===== config.mk =====
export PLATFORM = sky130hd
export DESIGN_NAME = kick_control
export DESIGN_NICKNAME = d
export VERILOG_FILES = /design/src/rtl/kick_control.sv
export SDC_FILE = /design/constraint.sdc
export NUM_CORES = 1
export LEC_CHECK = 0
export ABC_AREA = 1
export CORE_UTILIZATION = 54
export CTS_CLUSTER_SIZE = 14
export DETAILED_ROUTE_END_ITERATION = 12
export HOLD_SLACK_MARGIN = 0.03
export PLACE_DENSITY_LB_ADDON = 0.05
export SKIP_LAST_GASP = 1
export SLEW_MARGIN = 10
export SYNTH_ARGS = -nofsm -noshare
export SYNTH_HDL_FRONTEND = slang
export SYNTH_SLANG_ARGS = --single-unit
export TNS_END_PERCENT = 100

===== constraint.sdc =====
create_clock -name clk -period 3.1 [get_ports clk]
set_input_delay 0.62 -clock clk [delete_from_list [all_inputs] [get_ports clk]]
set_output_delay 0.62 -clock clk [all_outputs]
set_load 0.02 [all_outputs]

===== src/rtl/kick_control.sv =====
// kick_control: push-button sequencer for the kick counter.
// Turns an active-low key into a one-cycle go pulse, then paces the
// downstream counter with periodic en ticks. After the counter reaches its
// terminal value, the block holds off new presses for a cooldown period.
// Optional build macro: KICK_DEBOUNCE_EN adds a stability filter on the
// synchronised key.
module kick_control #(
  parameter logic [15:0] DIV             = 16'd50000,
  parameter logic [15:0] MAX_COUNT       = 16'd43840,
  parameter logic [7:0]  COOLDOWN_TICKS  = 8'd25,
  parameter logic [19:0] DEBOUNCE_CYCLES = 20'd500000
) (
  input  logic        clk,
  input  logic        reset,
  input  logic        key_n,
  input  logic [15:0] count,
  output logic        go,
  output logic        en,
  output logic        busy,
  output logic        cooling,
  output logic [7:0]  kicks
);

  localparam int unsigned CNT_W  = 16;
  localparam int unsigned CD_W   = 8;
  localparam int unsigned KCK_W  = 8;
  localparam int unsigned ST_W   = 2;

  localparam logic [ST_W-1:0] S_IDLE   = 2'd0;
  localparam logic [ST_W-1:0] S_KICK   = 2'd1;
  localparam logic [ST_W-1:0] S_ACTIVE = 2'd2;
  localparam logic [ST_W-1:0] S_COOL   = 2'd3;

  localparam logic [CNT_W-1:0] DIV_LAST = DIV - CNT_W'(1);

  logic [ST_W-1:0]  state;
  logic [ST_W-1:0]  state_next;
  logic             key_meta;
  logic             key_s;
  logic [1:0]       warm;
  logic             armed;
  logic             key_lvl;
  logic             lvl_q;
  logic             press_ev;
  logic [CNT_W-1:0] div;
  logic             tick;
  logic [CD_W-1:0]  cd;
  logic             at_max;
  logic             cool_entry;

  // Two-flop synchroniser; both flops come out of reset reading "released".
  always_ff @(posedge clk or posedge reset) begin
    if (reset) begin
      key_meta <= 1'b1;
      key_s    <= 1'b1;
    end else begin
      key_meta <= key_n;
      key_s    <= key_meta;
    end
  end

  // Arm the edge detector only once the synchroniser holds a real sample of
  // a released key; a key held through reset must be let go before it fires.
  always_ff @(posedge clk or posedge reset) begin
    if (reset) begin
      warm  <= 2'b00;
      armed <= 1'b0;
    end else begin
      warm <= {warm[0], 1'b1};
      if (warm[1] && key_s) begin
        armed <= 1'b1;
      end
    end
  end

`ifdef KICK_DEBOUNCE_EN
  logic [19:0] stab;
  logic        key_db;

  // Accept a new key level only after it has been stable for the full window.
  always_ff @(posedge clk or posedge reset) begin
    if (reset) begin
      stab   <= 20'd0;
      key_db <= 1'b1;
    end else if (key_s == key_db) begin
      stab <= 20'd0;
    end else if (stab == DEBOUNCE_CYCLES - 20'd1) begin
      stab   <= 20'd0;
      key_db <= key_s;
    end else begin
      stab <= stab + 20'd1;
    end
  end

  assign key_lvl = key_db;
`else
  logic unused_cfg;

  assign unused_cfg = ^DEBOUNCE_CYCLES;
  assign key_lvl    = key_s;
`endif

  // Edge-detector history of the (possibly debounced) key level.
  always_ff @(posedge clk or posedge reset) begin
    if (reset) begin
      lvl_q <= 1'b1;
    end else begin
      lvl_q <= key_lvl;
    end
  end

  assign press_ev   = armed & lvl_q & ~key_lvl;
  assign tick       = (div == DIV_LAST);
  assign at_max     = (count == MAX_COUNT);
  assign cool_entry = (state == S_ACTIVE) && at_max;

  // State register.
  always_ff @(posedge clk or posedge reset) begin
    if (reset) begin
      state <= S_IDLE;
    end else begin
      state <= state_next;
    end
  end

  // Next-state logic; presses outside IDLE are dropped, not queued.
  always_comb begin
    state_next = state;
    case (state)
      S_IDLE: begin
        if (press_ev) begin
          state_next = S_KICK;
        end
      end
      S_KICK: begin
        state_next = S_ACTIVE;
      end
      S_ACTIVE: begin
        if (at_max) begin
          state_next = S_COOL;
        end
      end
      S_COOL: begin
        if (tick && (cd == CD_W'(1))) begin
          state_next = S_IDLE;
        end
      end
      default: begin
        state_next = S_IDLE;
      end
    endcase
  end

  // Tick divider: parked at zero while idle/kicking and restarted on cooldown entry.
  always_ff @(posedge clk or posedge reset) begin
    if (reset) begin
      div <= '0;
    end else if ((state == S_IDLE) || (state == S_KICK) || cool_entry) begin
      div <= '0;
    end else if (tick) begin
      div <= '0;
    end else begin
      div <= div + CNT_W'(1);
    end
  end

  // Cooldown tick counter; the exit fires on the tick seen while it reads 1.
  always_ff @(posedge clk or posedge reset) begin
    if (reset) begin
      cd <= '0;
    end else if (cool_entry) begin
      cd <= COOLDOWN_TICKS;
    end else if ((state == S_COOL) && tick && (cd != '0)) begin
      cd <= cd - CD_W'(1);
    end
  end

  // Accepted-press counter, saturating at all-ones.
  always_ff @(posedge clk or posedge reset) begin
    if (reset) begin
      kicks <= '0;
    end else if ((state == S_IDLE) && press_ev && (kicks != {KCK_W{1'b1}})) begin
      kicks <= kicks + KCK_W'(1);
    end
  end

  // Registered outputs; go/busy/cooling track the state being entered so they
  // line up with the state register, and en never fires on the terminal count.
  always_ff @(posedge clk or posedge reset) begin
    if (reset) begin
      go      <= 1'b0;
      en      <= 1'b0;
      busy    <= 1'b0;
      cooling <= 1'b0;
    end else begin
      go      <= (state_next == S_KICK);
      en      <= tick && (state == S_ACTIVE) && !at_max;
      busy    <= (state_next != S_IDLE);
      cooling <= (state_next == S_COOL);
    end
  end

endmodule


==> results of run 1 <==
==> registers in the layout (all words and copies together), names as in the netlist <==
signal,cells
warm,2
armed,1
cooling,1
kicks,8
key_lvl,1
go,1
key_meta,1
busy,1
lvl_q,1
state,2
cd,8
en,1
div,16
==> worst max-delay path by stage <==
stage	depth (start not counted)	end
finish	1	kicks[2]
global route	1	kicks[2]
CTS	1	kicks[2]
detailed placement	7	div[10]
global placement	8	div[10]
floorplan	1	armed
==> metal layers <==
layer | vias to the layer above | share of wire [%] | wire length (um) | GRT usage, %
met5 | - | 0 | 0 | 0
met1 | 896 | 49 | 2350 | 33.7
li1 | 1006 | - | - | -
met3 | 10 | 4.9 | 233 | 5.12
met2 | 45 | 44 | 2090 | 32.5
met4 | 0 | 2.3 | 110 | 8.16
==> Yosys cell counts <==
cell type,number,share of area [%]
sky130_fd_sc_hd__xnor2_2,1,0.67
sky130_fd_sc_hd__dfrtp_1,41,42
sky130_fd_sc_hd__nand3_1,32,6.6
sky130_fd_sc_hd__inv_1,36,5.6
sky130_fd_sc_hd__xor2_1,13,4.7
sky130_fd_sc_hd__inv_2,1,0.15
sky130_fd_sc_hd__or2_2,2,0.51
sky130_fd_sc_hd__nor2_1,53,8.2
sky130_fd_sc_hd__nor3_1,6,1.2
sky130_fd_sc_hd__conb_1,1,0.15
sky130_fd_sc_hd__nand2_2,6,1.5
sky130_fd_sc_hd__o21ai_0,3,0.62
sky130_fd_sc_hd__and2_4,1,0.36
sky130_fd_sc_hd__nor3_4,1,0.67
sky130_fd_sc_hd__buf_6,2,0.93
sky130_fd_sc_hd__nor2_4,3,1.4
sky130_fd_sc_hd__nand3b_1,1,0.31
sky130_fd_sc_hd__o21ai_1,3,0.62
sky130_fd_sc_hd__xnor2_1,6,2.2
sky130_fd_sc_hd__dfstp_2,3,3.2
sky130_fd_sc_hd__nor2_2,3,0.77
sky130_fd_sc_hd__ha_1,5,2.6
sky130_fd_sc_hd__nand4_1,4,1.0
sky130_fd_sc_hd__nand2_1,66,10
sky130_fd_sc_hd__o21ai_2,1,0.36
sky130_fd_sc_hd__or2_0,1,0.26
sky130_fd_sc_hd__a21o_1,1,0.31
sky130_fd_sc_hd__nand3_2,2,0.82
sky130_fd_sc_hd__a21oi_1,2,0.41
sky130_fd_sc_hd__nand3_4,2,1.4
==> area by class of cell <==
| type | instances | area [sq um] |
|---|---|---|
| Clock buffer | 5 | 68.8 |
| Multi-Input combinational cell | 219 | 1160 |
| Timing Repair Buffer | 31 | 308 |
| Clock inverter | 3 | 47.5 |
| Tap cell | 52 | 65.1 |
| Sequential cell | 44 | 1100 |
| Fill cell | 377 | 1460 |
| Inverter | 37 | 139 |
==> metrics by stage <==
step	total power, mW	setup WS (ns)	hold slack, ns	std cells	utilization [%]
detailed placement	1.11	0.894	0.340	383	63.9
global placement	1.10	0.995	0.332	383	63.9
global route	1.64	0.999	0.362	391	66.5
CTS	1.56	1.06	0.353	391	66.5
floorplan	0.965	1.45	0.331	302	-
finish	1.54	1.08	0.361	391	66.5
==> kinds of logic (layout without fill, tap and decap cells) <==
kind of cell / Yosys count / after routing / synth area share (%)
buffers and inverters: 39 / 76 / 6.64
flip-flops: 44 / 44 / 45.5
adder cells (fa/ha/maj): 5 / 5 / 2.57
AND/OR/NAND/NOR: 183 / 183 / 35.3
XOR/XNOR: 20 / 20 / 7.52
AO/OA/AOI/OAI: 10 / 10 / 2.32
other: 1 / 1 / 0.154
==> report_power, final <==
part / switching [mW] / total, mW / internal, mW / leakage, nW
Sequential: 0.0665 / 0.709 / 0.642 / 0.565
Clock: 0.206 / 0.448 / 0.243 / 0.0583
Combinational: 0.223 / 0.383 / 0.160 / 0.716
==> metrics list, run 1 <==
- Number of core rows: 24
* Residual overflow from global routing: 0
- Number of clock sinks: 44
- For this configuration, the core starts out at a cell density of 55.8%.
* Post-route minimum period: 2.02 ns
- The worst setup path is launched from a flip-flop.
- The synthesized netlist occupies a cell area of 2430 sq um.
- In the final design database the tool counted 362 nets.
- Initial antenna violation count: 0
* Power density normalized to cell area: 532 nW/um^2
- Area post-placement: 2780 sq um
- The worst hold path terminates at warm[1].
- In this run, post-CTS hold repair placed 0 buffers.
* Detailed placer's ending HPWL: 3.59 mm
- Tracing the worst setup path back leads to its startpoint at kicks[2].
- The number of buffers and inverters on the critical path is 1.
- Top library cells by usage in the layout, fill and taps aside: 66 x sky130_fd_sc_hd__nand2_1, 53 x sky130_fd_sc_hd__nor2_1, 41 x sky130_fd_sc_hd__dfrtp_1
- In this run the clock root is driven by a sky130_fd_sc_hd__clkbuf_8.
* Net count of the mapped netlist: 326
- Synthesis inferred 44 register bits.
* CP peak stage delay: 0.65 ns
* Area added between synthesis and finish: 19.2%
- Once the clock tree was built, the resizer swapped 0 gates to a different size.
* Clk pin slew, worst setup/hold paths: 0.08 ns
- The final route contains 1957 vias.
* Post-route clock period utilization: 65.2%
- The pre-antenna-repair detailed-routing pass consisted of 4 iterations.
* Die width: 69.1 um
* # port buffers: 30
- No sink is reached through more buffers than the 2 on the longest clock path.
* RSZ-0062 raised after global routing: no
- Sequential cells were found to cover 45.5% of the synthesized design area.
- Number of instances in the synthesized netlist: 302
* Result of the run: complete, no violations
- Post-route setup TNS: 0 ns
- The via count of the first global-routing pass is 1832.
- Hold path startpoint: warm[0]
- Clock latency at the later pin of the worst-skew pair: 0.30 ns
* Worst-case reg-to-reg path depth: 9
* Finished layout cell area: 2900 sq um
- In this design, the largest share of critical-path delay is due to buffers and inverters.
- Most common library cell in the layout ignoring fill and taps: sky130_fd_sc_hd__nand2_1
- Cell depth of the worst min-delay path: 0
* Maximum number of pins on one net before global-route repair: 45
- Drc violations: 0
- FF-to-FF setup slack: 1.42 ns
- The count of nets left with antenna violations once routing finished came out at 0.
- The worst register-to-register path begins at div[0].
- Post-synthesis cell type count: 30
- Average size of a mapped cell: 8.05 sq um
- First-pass GRT wire length: 8.58 mm
- Overall routing resource usage: 22.7%
- Number of primary I/O pins: 31
* Number of setup buffers added after CTS: 0
- Clock skew on the completed layout was measured at 0.00844 ns.
* Max-cap violations: 0
* Data required time at the worst endpoint: 2.48 ns
- Worst slew margin relative to its limit: 63.9%
* Worst r2r dst: div[6]
- Yosys printed 0 warnings.
- Routability congestion estimate from global placement: 0.828
- CTS H-tree lvls: 2
* Fraction of layout instances using a drive strength above 1: 10.3%
* Antenna fix cells: 0
- CP max-delay cell: sky130_fd_sc_hd__clkdlybuf4s50_1
* List of cells traversed by the critical path: clkdlybuf4s50_1
- The setup path with the least slack is of type reg -> out.
* WL/cell: 12.2 um
- Summed over all cells, the static leakage comes to 1.34 nW.
* TritonCTS Buffers: 5
* Detailed router's first-iteration violation count: 116
- The floorplan step defined a die boundary enclosing 4770 sq um.
* Core Footprint: 4350 sq um
- For this run, the top clock speed supported by timing is 494 MHz.
- Floorplan die height: 69.1 um
- Classification of the worst-slack hold path: reg -> reg
* Pin slew with the least headroom to its limit: 0.542 ns
- Routed vias/inst: 5.01
* Arrival time of data at the critical path endpoint: 1.40 ns
- TritonCTS clock tree: built
* Maximum fanout count along the critical path: 6
- The number of hold violations in the final report came to 0.
* Worst IR drop on VDD: 0.312 mV
- Worst setup EP type: primary output
- Setup violations remaining at the end of the flow were counted as 0.
* Number of max-slew violations in the final report: 0
- The final layout contains routed wiring with a total length of 4.78 mm.
Power figures use the tool's default switching activity.
==> run 2: changes to the inputs <==
--- a/config.mk
+++ b/config.mk
@@ -6,7 +6,7 @@
 export NUM_CORES = 1
 export LEC_CHECK = 0
 export ABC_AREA = 1
-export CORE_UTILIZATION = 54
+export CORE_UTILIZATION = 50
 export CTS_CLUSTER_SIZE = 14
 export DETAILED_ROUTE_END_ITERATION = 12
 export HOLD_SLACK_MARGIN = 0.03
==> constraint.sdc (replaced) <==
create_clock -name clk -period 1.7 [get_ports clk]
set_input_delay 0.34 -clock clk [delete_from_list [all_inputs] [get_ports clk]]
set_output_delay 0.34 -clock clk [all_outputs]
set_load 0.02 [all_outputs]
==> run 2 against run 1 <==
Against the previous run: flip-flop and latch count did not move; routed wire length fell by 3.2%; utilization fell by 0.94 points; via count rose by 0.92%; clock skew rose by 0.0035 ns; clock-buffer cell count rose by 1; die area rose by 7.8%; global-route usage fell by 1.3 points; critical path type unchanged; worst hold slack got worse by 0.0045 ns; first-iteration DRC count fell by 16%; critical path depth did not move; combinational power rose by 83%.
==> metrics list, run 2 (same netlist as run 1, synthesis figures left out) <==
* Result of the run: complete, no violations (unchanged)
- Startpoint class of the critical path: flip-flop (unchanged)
- Area post-placement: 2820 sq um (was 2780 sq um)
- The full die area is 5140 sq um (was 4770 sq um).
* Classification of the worst-slack hold path: reg -> reg (unchanged)
- Design Power: 2.85 mW (was 1.54 mW)
* Maximum number of pins on one net before global-route repair: 45 (unchanged)
- The detailed router's first-iteration violation count is 98 (was 116).
- The required time of the critical path came to 1.36 ns (was 2.48 ns).
- The initial antenna violation count is 0 (unchanged).
- Number of setup buffers added after CTS: 0 (unchanged)
- The routed wire length per instance came to 11.7 um (was 12.2 um).
- Fraction of layout instances using a drive strength above 1: 12.2% (was 10.3%)
* Detailed placer's ending HPWL: 3.49 mm (was 3.59 mm)
- Internal power summed over all cells: 1.94 mW (was 1.05 mW)
- The layout overhead on the synthesized area was 21.6% (was 19.2%).
* Finished layout cell area: 2950 sq um (was 2900 sq um)
- In the finished design, the share of the clock period the worst path needs comes to 95.1%.
* TritonCTS Buffers: 5 (unchanged)
* # port buffers: 30 (unchanged)
* Routed vias/inst: 5.00 (was 5.01)
- Arrival time of data at the critical path endpoint: 1.28 ns (was 1.40 ns)
- The maximum clock skew at final layout came to 0.0119 ns (was 0.00844 ns).
* TritonCTS clock tree: built (unchanged)
- The worst path needs 1.62 ns of the cycle, external delays included.
- Clk pin slew, worst setup/hold paths: 0.08 ns (about the same)
- Power dissipated by switching net loads: 0.904 mW (was 0.496 mW)
- The register bank with the most flops was div (unchanged).
- The count of max-cap constraint violations was 0 (unchanged).
- The largest stage delay on the critical path is 0.61 ns (was 0.65 ns).
- Antenna fix cells: 0 (unchanged)
- The part of the total power dissipated in combinational logic is 24.6% (was 24.9%).
- The total leakage power was 1.42 nW (was 1.34 nW).
- DR pass1 iterations: 4 (unchanged)
* Final cell count without fillers: 395 (was 391)
- Residual overflow from global routing: 0 (unchanged)
- RSZ-0062 raised after global routing: no (unchanged).
* Number of clock sinks: 44 (unchanged)
- The maximum VDD drop is 0.454 mV (was 0.312 mV).
- The initial core utilization was 53.9% (was 55.8%).
* Total Nets Final: 366 (was 362)
- The remaining routing DRC violations is 0 (unchanged).
* Hold Violations, Final: 0 (unchanged)
- Setup Viol. Count Final: 0 (unchanged)
- The final estimated routing congestion in global placement was 0.835 (was 0.828).
* Clock Tree Buf Depth: 2 (unchanged)
- List of cells traversed by the critical path: clkdlybuf4s50_1 (unchanged).
* Worst setup path category: reg -> out (unchanged)
* Sequential group share of total power: 45.8% (was 46.0%)
* Via count of the first global-routing pass: 1985 (was 1832)
* Bufs and invs on worst path: 1 (unchanged)
* Cell class contributing the biggest share of worst-path delay: buffers and inverters (unchanged)
* Number of max-slew violations in the final report: 0 (unchanged)
* Number of core rows: 24 (unchanged)
* Power density normalized to cell area: 964 nW/um^2 (was 532 nW/um^2)
* Maximum fanout count along the critical path: 3 (was 6)
- Die width: 71.7 um (was 69.1 um)
* Via Count: 1975 (was 1957)
- CTS H-tree lvls: 2 (unchanged)
- Net switching fraction of the power: 31.7% (was 32.2%)
- The power share of the clock group came to 29.6% (was 29.1%).
- The wire length of the first global-routing pass was 8.56 mm (was 8.58 mm).
* CP max-delay cell: sky130_fd_sc_hd__clkdlybuf4s50_1 (unchanged)
* Floorplan die height: 71.7 um (was 69.1 um)
- Overall routing resource usage: 21.4% (was 22.7%)
- Top library cells by usage in the layout, fill and taps aside: 66 x sky130_fd_sc_hd__nand2_1, 52 x sky130_fd_sc_hd__nor2_1, 40 x sky130_fd_sc_hd__dfrtp_1 (was 66 x sky130_fd_sc_hd__nand2_1, 53 x sky130_fd_sc_hd__nor2_1, 41 x sky130_fd_sc_hd__dfrtp_1)
* Number of flip-flops under the largest register name: 16 (unchanged)
* Total detailed-routing wirelength: 4.63 mm (was 4.78 mm)
* Cell count after placement: 387 (was 383)
- Number of primary I/O pins: 31 (unchanged)
* Most common library cell in the layout ignoring fill and taps: sky130_fd_sc_hd__nand2_1 (unchanged)
- FF-to-FF setup slack: 0.15 ns (was 1.42 ns)
* Core Footprint: 4500 sq um (was 4350 sq um)
- For this run, the top clock speed supported by timing is 619 MHz.
* Antenna-violating nets left: 0 (unchanged)
* Registers with the most flip-flops: div: 16 flops, cd: 8 flops, kicks: 8 flops (unchanged)
- Clock latency at the later pin of the worst-skew pair: 0.30 ns (about the same)
* Root buf cell: sky130_fd_sc_hd__clkbuf_8 (unchanged)
- Worst setup EP type: primary output (unchanged)
-- run 2: cell types whose count changed in the layout (fill, tap and decap cells not counted), moves of 2 or more --
cell	before	now
sky130_fd_sc_hd__buf_4	1	4
sky130_fd_sc_hd__dlymetal6s2s_1	0	2
sky130_fd_sc_hd__dlygate4sd2_1	0	5
sky130_fd_sc_hd__clkdlybuf4s50_1	30	23
-- run 2: through the flow --
| step | setup TNS [ns] | setup slack (ns) | utilization (%) | hold WS [ns] |
|---|---|---|---|---|
| after floorplan | 0 | 0.217 | - | 0.331 |
| after global placement | -0.248 | -0.0359 | 62.7 | 0.334 |
| after detailed placement | -0.887 | -0.0803 | 62.7 | 0.341 |
| after CTS | 0 | 0.0178 | 65.2 | 0.362 |
| after global routing | 0 | 0.00227 | 65.6 | 0.369 |
| final | 0 | 0.0835 | 65.6 | 0.356 |
-- run 2: worst paths after layout --
path,start,endpoint,cells after the start
max in group asynchronous,reset,key_meta,3
min in group asynchronous,reset,div[5],3
min,warm[0],warm[1],0
max,kicks[4],kicks[4],1
min reg2reg,warm[0],warm[1],0
max reg2reg,div[0],div[14],9
-- run 2: timing repair --
item,in CTS,in global routing
endpoints found under the setup margin,5,11
hold endpoints to repair,0,0
gates resized for setup,5,6
hold buffers,0,0
-- run 2: per-layer routing --
layer | global-route usage [%] | wire [um] | share of wire (%)
met5 | 0 | 0 | 0
met1 | 27.6 | 2240 | 48
met2 | 35.1 | 2140 | 46
met3 | 5.20 | 174 | 3.8
met4 | 7.41 | 65 | 1.4
-- run 2: cell type report --
class / instances / area (sq um)
repair buffers: 35 / 349
clock buffers: 6 / 82.6
well taps: 52 / 65.1
multi-input cells: 219 / 1170
clock inverters: 2 / 38.8
inverters: 37 / 139
flip-flops and latches: 44 / 1110
fillers: 394 / 1550
-- run 2: power by group through the flow --
stage / sequential, mW / clock [mW] / combinational (mW)
after floorplan: 1.36 / 0 / 0.397
after global placement: 1.31 / 0 / 0.712
after detailed placement: 1.32 / 0 / 0.726
after CTS: 1.30 / 0.870 / 0.711
after global routing: 1.32 / 0.910 / 0.779
final: 1.30 / 0.844 / 0.701
